[config.mk]
export PLATFORM = sky130hd
export DESIGN_NAME = riscv_mem_arbiter_flat
export DESIGN_NICKNAME = d
export VERILOG_FILES = /design/src/rtl/riscv_mem_arbiter_if.sv /design/src/rtl/riscv_mem_arbiter.sv /design/src/flat_wrapper.sv
export SDC_FILE = /design/constraint.sdc
export NUM_CORES = 1
export LEC_CHECK = 0
export BUFFER_PORTS_ARGS = -buffer_cell sky130_fd_sc_hd__buf_2
export CORE_ASPECT_RATIO = 0.75
export CORE_MARGIN = 2
export CORE_UTILIZATION = 47
export CTS_BUF_LIST = sky130_fd_sc_hd__clkbuf_2
export DETAILED_ROUTE_END_ITERATION = 8
export PLACE_DENSITY_LB_ADDON = 0.08
export RECOVER_POWER = 100
export SYNTH_ARGS = -nofsm -noshare
export SYNTH_HDL_FRONTEND = slang
export SYNTH_SLANG_ARGS = --single-unit
[constraint.sdc]
create_clock -name clk -period 1.7 [get_ports clk]
set_input_delay 0.425 -clock clk [delete_from_list [all_inputs] [get_ports clk]]
set_output_delay 0.425 -clock clk [all_outputs]
set_load 0.1 [all_outputs]
[src/rtl/riscv_mem_arbiter_if.sv]
// Core-side (fetch/data) and memory-side pins of the fetch/data memory arbiter.
// slave = arbiter view; master = core plus memory view.
interface riscv_mem_arbiter_if #(
  parameter int ADDR_W = 32,
  parameter int DATA_W = 32
);
  localparam int BE_W = DATA_W / 8;

  logic              inst_rd_en;
  logic [ADDR_W-1:0] inst_addr;
  logic              instr_ready;
  logic [DATA_W-1:0] instr_data;

  logic              data_rd_en_ma;
  logic              data_wr_en_ma;
  logic [ADDR_W-1:0] data_addr;
  logic [DATA_W-1:0] data_wr;
  logic [BE_W-1:0]   data_rd_en_ctrl;
  logic              data_ready;
  logic [DATA_W-1:0] data_rd;

  logic              mem_req;
  logic              mem_we;
  logic [ADDR_W-1:0] mem_addr;
  logic [DATA_W-1:0] mem_wdata;
  logic [BE_W-1:0]   mem_be;
  logic              mem_ack;
  logic [DATA_W-1:0] mem_rdata;

  modport slave (
    input  inst_rd_en, inst_addr,
    input  data_rd_en_ma, data_wr_en_ma, data_addr, data_wr, data_rd_en_ctrl,
    input  mem_ack, mem_rdata,
    output instr_ready, instr_data, data_ready, data_rd,
    output mem_req, mem_we, mem_addr, mem_wdata, mem_be
  );

  modport master (
    output inst_rd_en, inst_addr,
    output data_rd_en_ma, data_wr_en_ma, data_addr, data_wr, data_rd_en_ctrl,
    output mem_ack, mem_rdata,
    input  instr_ready, instr_data, data_ready, data_rd,
    input  mem_req, mem_we, mem_addr, mem_wdata, mem_be
  );
endinterface

[src/rtl/riscv_mem_arbiter.sv]
// Data-priority arbiter of fetch/data ports onto one memory; 3 cycles request->ready plus mem_ack wait.
// Requests are held until ready, memory stalls by withholding mem_ack; MEM_ARB_STARVE_GUARD_EN adds fetch anti-starvation.
module riscv_mem_arbiter #(
  parameter int ADDR_W = 32,
  parameter int DATA_W = 32
`ifdef MEM_ARB_STARVE_GUARD_EN
  , parameter int STARVE_LIMIT = 4
`endif
) (
  input logic               clk,
  input logic               reset,
  riscv_mem_arbiter_if.slave bus
);
  localparam int BE_W = DATA_W / 8;

  localparam logic [1:0] S_IDLE = 2'd0;
  localparam logic [1:0] S_MEM  = 2'd1;
  localparam logic [1:0] S_RESP = 2'd2;

  logic [1:0]        state_q, state_d;
  logic              owner_q, owner_d;  // 1 = data port owns the transaction
  logic              we_q, we_d;
  logic [ADDR_W-1:0] addr_q, addr_d;
  logic [DATA_W-1:0] wdata_q, wdata_d;
  logic [BE_W-1:0]   be_q, be_d;
  logic [DATA_W-1:0] instr_data_q, instr_data_d;
  logic [DATA_W-1:0] data_rd_q, data_rd_d;

  logic data_req;
  logic grant_data;
  logic grant_fetch;

  assign data_req = bus.data_rd_en_ma | bus.data_wr_en_ma;

`ifdef MEM_ARB_STARVE_GUARD_EN
  localparam int CNT_W = $clog2(STARVE_LIMIT + 1);

  logic [CNT_W-1:0] starve_q, starve_d;
  logic             starved;

  assign starved     = (starve_q >= CNT_W'(STARVE_LIMIT));
  assign grant_fetch = bus.inst_rd_en & (~data_req | starved);

  // Only counts data grants that actually overtook a waiting fetch.
  always_comb begin
    starve_d = starve_q;
    if (state_q == S_IDLE) begin
      if (grant_fetch) begin
        starve_d = '0;
      end else if (grant_data) begin
        starve_d = bus.inst_rd_en ? starve_q + 1'b1 : '0;
      end
    end
  end

  always_ff @(posedge clk or negedge reset) begin
    if (!reset) begin
      starve_q <= '0;
    end else begin
      starve_q <= starve_d;
    end
  end
`else
  assign grant_fetch = bus.inst_rd_en & ~data_req;
`endif

  assign grant_data = data_req & ~grant_fetch;

  always_comb begin
    state_d      = state_q;
    owner_d      = owner_q;
    we_d         = we_q;
    addr_d       = addr_q;
    wdata_d      = wdata_q;
    be_d         = be_q;
    instr_data_d = instr_data_q;
    data_rd_d    = data_rd_q;
    case (state_q)
      S_IDLE: begin
        if (grant_data) begin
          owner_d = 1'b1;
          we_d    = bus.data_wr_en_ma;
          addr_d  = bus.data_addr;
          wdata_d = bus.data_wr;
          be_d    = bus.data_rd_en_ctrl;
          state_d = S_MEM;
        end else if (grant_fetch) begin
          owner_d = 1'b0;
          we_d    = 1'b0;
          addr_d  = bus.inst_addr;
          wdata_d = '0;
          be_d    = '1;
          state_d = S_MEM;
        end
      end
      S_MEM: begin
        if (bus.mem_ack) begin
          if (!owner_q) begin
            instr_data_d = bus.mem_rdata;
          end else if (!we_q) begin
            data_rd_d = bus.mem_rdata;
          end
          state_d = S_RESP;
        end
      end
      // Not re-arbitrated: the core still holds the request it is being answered for.
      S_RESP:  state_d = S_IDLE;
      default: state_d = S_IDLE;
    endcase
  end

  always_ff @(posedge clk or negedge reset) begin
    if (!reset) begin
      state_q      <= S_IDLE;
      owner_q      <= 1'b0;
      we_q         <= 1'b0;
      addr_q       <= '0;
      wdata_q      <= '0;
      be_q         <= '0;
      instr_data_q <= '0;
      data_rd_q    <= '0;
    end else begin
      state_q      <= state_d;
      owner_q      <= owner_d;
      we_q         <= we_d;
      addr_q       <= addr_d;
      wdata_q      <= wdata_d;
      be_q         <= be_d;
      instr_data_q <= instr_data_d;
      data_rd_q    <= data_rd_d;
    end
  end

  assign bus.mem_req     = (state_q == S_MEM);
  assign bus.mem_we      = we_q;
  assign bus.mem_addr    = addr_q;
  assign bus.mem_wdata   = wdata_q;
  assign bus.mem_be      = be_q;
  assign bus.instr_ready = (state_q == S_RESP) & ~owner_q;
  assign bus.data_ready  = (state_q == S_RESP) & owner_q;
  assign bus.instr_data  = instr_data_q;
  assign bus.data_rd     = data_rd_q;
endmodule

[src/flat_wrapper.sv]
// flat-port wrapper written by rule: the top's interface ports become plain ports
module riscv_mem_arbiter_flat 
#(
  parameter int ADDR_W = 32,
  parameter int DATA_W = 32

)
  (clk, reset, bus_inst_rd_en, bus_inst_addr, bus_data_rd_en_ma, bus_data_wr_en_ma, bus_data_addr, bus_data_wr, bus_data_rd_en_ctrl, bus_mem_ack, bus_mem_rdata, bus_instr_ready, bus_instr_data, bus_data_ready, bus_data_rd, bus_mem_req, bus_mem_we, bus_mem_addr, bus_mem_wdata, bus_mem_be);
  riscv_mem_arbiter_if #(.ADDR_W(ADDR_W), .DATA_W(DATA_W)) bus_i ();
  input logic clk;
  input logic reset;
  input wire logic [$bits(bus_i.inst_rd_en)-1:0] bus_inst_rd_en;
  input wire logic [$bits(bus_i.inst_addr)-1:0] bus_inst_addr;
  input wire logic [$bits(bus_i.data_rd_en_ma)-1:0] bus_data_rd_en_ma;
  input wire logic [$bits(bus_i.data_wr_en_ma)-1:0] bus_data_wr_en_ma;
  input wire logic [$bits(bus_i.data_addr)-1:0] bus_data_addr;
  input wire logic [$bits(bus_i.data_wr)-1:0] bus_data_wr;
  input wire logic [$bits(bus_i.data_rd_en_ctrl)-1:0] bus_data_rd_en_ctrl;
  input wire logic [$bits(bus_i.mem_ack)-1:0] bus_mem_ack;
  input wire logic [$bits(bus_i.mem_rdata)-1:0] bus_mem_rdata;
  output wire logic [$bits(bus_i.instr_ready)-1:0] bus_instr_ready;
  output wire logic [$bits(bus_i.instr_data)-1:0] bus_instr_data;
  output wire logic [$bits(bus_i.data_ready)-1:0] bus_data_ready;
  output wire logic [$bits(bus_i.data_rd)-1:0] bus_data_rd;
  output wire logic [$bits(bus_i.mem_req)-1:0] bus_mem_req;
  output wire logic [$bits(bus_i.mem_we)-1:0] bus_mem_we;
  output wire logic [$bits(bus_i.mem_addr)-1:0] bus_mem_addr;
  output wire logic [$bits(bus_i.mem_wdata)-1:0] bus_mem_wdata;
  output wire logic [$bits(bus_i.mem_be)-1:0] bus_mem_be;
  assign bus_i.inst_rd_en = bus_inst_rd_en;
  assign bus_i.inst_addr = bus_inst_addr;
  assign bus_i.data_rd_en_ma = bus_data_rd_en_ma;
  assign bus_i.data_wr_en_ma = bus_data_wr_en_ma;
  assign bus_i.data_addr = bus_data_addr;
  assign bus_i.data_wr = bus_data_wr;
  assign bus_i.data_rd_en_ctrl = bus_data_rd_en_ctrl;
  assign bus_i.mem_ack = bus_mem_ack;
  assign bus_i.mem_rdata = bus_mem_rdata;
  assign bus_instr_ready = bus_i.instr_ready;
  assign bus_instr_data = bus_i.instr_data;
  assign bus_data_ready = bus_i.data_ready;
  assign bus_data_rd = bus_i.data_rd;
  assign bus_mem_req = bus_i.mem_req;
  assign bus_mem_we = bus_i.mem_we;
  assign bus_mem_addr = bus_i.mem_addr;
  assign bus_mem_wdata = bus_i.mem_wdata;
  assign bus_mem_be = bus_i.mem_be;
  riscv_mem_arbiter #(.ADDR_W(ADDR_W), .DATA_W(DATA_W)) u_core (.clk(clk), .reset(reset), .bus(bus_i));
endmodule
==> qor.txt <==
Status = complete, but fails checks
Failing checks = negative setup slack
Area contributors post-synth = dfrtp_1, mux2_2, mux2_4
H-tree Lvls = 4
CTS Sinks = 136
Cell Chain, Critical Path = buf_4, and3b_2, buf_12
Slew margin rel. = 47.9%
Synth Area in XOR/XNOR = 0%
Antenna Nets Post-Route = 0
Clock Skew = 0.0461 ns
Clock transition at path regs = 0.22 ns
R2R depth = 7
CTS Buffer Depth = 2
Initial Util = 48.0%
Detailed-route via count = 5156
Worst-Skew Late Latency = 0.76 ns
Row count = 34
Crit path capture = bus_data_ready
Worst setup EP type = primary output
Netlist cell types = 24
First-pass GRT wire length = 29700 um
R2R Setup Slk = -0.19 ns
Core region area = 11500 um^2
Fin util = 94.9%
Area of placed instances = 7250 um^2
Hold Crit Class = input port to register
Largest family of logic cells by synthesized area = multiplexers
Layout cells sized above 1 = 66.7%
Initial antenna violation count = 2
Crit path launch = u_core.state_q[0]
Max Clk Rate = 0.448 GHz
Fin. max-slew vios = 0
Worst R2R End = u_core.bus.instr_data[2]
Synth Area in Adders = 0%
Avg Cell Area, Syn = 16.3 um^2
TritonRoute pass-1 iters = 5
Synth-to-Final Area Change = 97.7%
Startpoint Class = register
Mapped cell area = 5530 um^2
Final cell count without fillers = 929
Placed cells = 769
Slowest cell on crit path = dfrtp_1
CP bufs+invs = 2
Worst r2r src = u_core.state_q[1]
GRT Total Usage = 31.7%
CTS root buffer = clkbuf_2
Syn_nets = 477
Critical path data arrival time = 1.81 ns
Max-Cap Viols = 0
Layout fillers = 289
Buffers on Ports = 273
Vias in the first global route = 5312
Full die area = 12700 um^2
Post-synthesis compound-gate area fraction = 6.38%
Gpl congestion = 0.735
Worst setup margin = -0.533 ns
Iter 0 DRT Violations = 339
Final Critical Period = 2.23 ns
Synth area leader = dfrtp_1
Critical path fanouts, max = 4
Total grt overflow = 0
# IOs = 274
Num CTS Buffers = 17
Area share of and/or/nand/nor cells after synthesis = 1.27%
Flop and latch count out of synthesis = 136
Final #Nets = 890
Count of final hold-check violations = 0
Final setup vio count = 265
Syn Inst Count = 339
Number of synthesis warnings = 0
RSZ-0062 raised after global routing = true
Critical path class = register to primary output
CTS tree = yes
Die Wd = 129 um
Top delay family on crit path = flip-flops
Detailed-route wire length = 26000 um
Final period util = 131%
Share of the synthesized area in the top cell type = 61.5%
Worst Max-Slew Pin Slew = 0.781 ns
CP max stage delay = 0.46 ns
Largest net degree at the start of global routing = 57
DR vias/cell = 5.55
DR WL/cell = 28.0 um
Die H = 98.0 um
DP HPWL = 9620 um
Finished Cell Area = 10900 um^2
Setup slack at placement = -0.0250 ns
DRC Markers = 0
CP required = 1.27 ns
Critical path depth = 3
Post-synthesis mux area share = 27.8%
Register area share after synthesis = 61.5%
==> synth_stat cells <==
cell and count:
a21o_1 1, a22o_1 33, and2_1 1, and3b_1 1, buf_2 10, buf_4 2
buf_6 8, clkbuf_1 1, dfrtp_1 136, inv_1 2, mux2_1 3, mux2_2 99
mux2_4 26, nand2_1 2, nand2b_1 1, nand3b_1 1, nor2_1 2, nor3b_1 1
nor3b_2 1, o21a_1 1, o21ai_0 1, o21ai_2 1, o22a_1 4, or2_1 1
==> per-stage QoR <==
stage	setup TNS, ns	hold WS (ns)
final	-30.23	0.0106
after floorplan	-0.00306	0.129
after detailed placement	-0.104	0.251
after global placement	-0.00204	0.248
after global routing	-41.81	-0.0268
after CTS	-6.39	0.000305
==> worst min path at each step <==
stage	startpoint	endpoint	slack (ns)	cells past startpoint
floorplan	reset	u_core.bus.data_rd[0]	0.13	0
global placement	reset	u_core.bus.mem_wdata[15]	0.25	1
detailed placement	reset	u_core.bus.mem_wdata[15]	0.25	1
CTS	bus_mem_rdata[19]	u_core.bus.data_rd[19]	0.0003	2
global route	bus_inst_rd_en	u_core.owner_q	-0.03	3
finish	bus_inst_rd_en	u_core.owner_q	0.01	3
==> worst reg2reg max path, delay by kind of cell (launching register included) <==
family	cells	cell delay (ns)
flip-flops	1	0.50
multiplexers	1	0.31
AND/OR/NAND/NOR	2	0.34
buffers and inverters	4	0.63
==> routing by layer <==
layer  routed length, um  global-route usage [%]  part of all wire [%]
met1                8540                    33.7                    33
met2               13800                    59.3                    53
met3                2020                    9.10                   7.8
met4                1640                    11.1                   6.3
met5                   0                       0                     0
==> final cells by class <==
class	instances	area [um^2]	area share, %
timing repair buffer	415	4860	44.5
sequential	136	3410	31.2
multi-input combinational	180	2230	20.4
tap	162	203	1.85
clock buffer	24	120	1.10
clock inverter	8	98.8	0.904
inverter	2	7.51	0.0686
antenna	2	5.00	0.0458
==> cell usage in the layout (no fill, tap or decap) <==
| cell type | count |
|---|---|
| or2_1 | 1 |
| diode_2 | 2 |
| nand2_1 | 2 |
| clkbuf_16 | 5 |
| dfrtp_1 | 131 |
| buf_6 | 1 |
| dlygate4sd3_1 | 70 |
| clkbuf_1 | 3 |
| nand3b_1 | 1 |
| buf_4 | 50 |
| clkinv_1 | 1 |
| and3b_2 | 1 |
| a21o_1 | 1 |
| mux2_1 | 3 |
| nor3b_4 | 2 |
| bufinv_16 | 2 |
| a22o_1 | 33 |
| dfrtp_2 | 5 |
| and2_1 | 1 |
| mux2_2 | 35 |
| nor2_4 | 1 |
| o21ai_2 | 1 |
| clkinv_4 | 2 |
| inv_1 | 1 |
| o21ai_0 | 1 |
| nand2b_1 | 1 |
| clkbuf_4 | 2 |
| clkinv_2 | 2 |
| clkbuf_2 | 25 |
| o21a_2 | 1 |
| mux2_4 | 90 |
| inv_2 | 1 |
| o22a_1 | 4 |
| clkinvlp_4 | 1 |
| buf_12 | 146 |
| nor2_1 | 1 |
| buf_8 | 1 |
| buf_2 | 136 |
==> registers in the layout (all words and copies together), names as in the netlist <==
signal / count
u_core.owner_q: 1
u_core.state_q: 2
u_core.bus.mem_wdata: 32
u_core.bus.instr_data: 32
u_core.bus.mem_be: 4
u_core.bus.mem_addr: 32
u_core.bus.data_rd: 32
u_core.bus.mem_we: 1
==> cells by family after synthesis <==
group | after synthesis
DFF | 136
muxes | 128
AOI/OAI and AO/OA | 41
buffers and inverters | 23
and+or+nand+nor | 11
==> repair_timing <==
item | 4_1_cts | 5_1_grt
gates cloned | 0 | 7
pin swaps | 1 | 1
setup endpoints to repair | 137 | 197
hold endpoints to repair | 227 | 6
hold buffers | 67 | 3
setup buffers | 16 | 33
resized for setup | 519 | 88
Power is left out: the tool's default activity adds up to more than one toggle a clock period on the data nets, which glitch-free logic cannot reach.
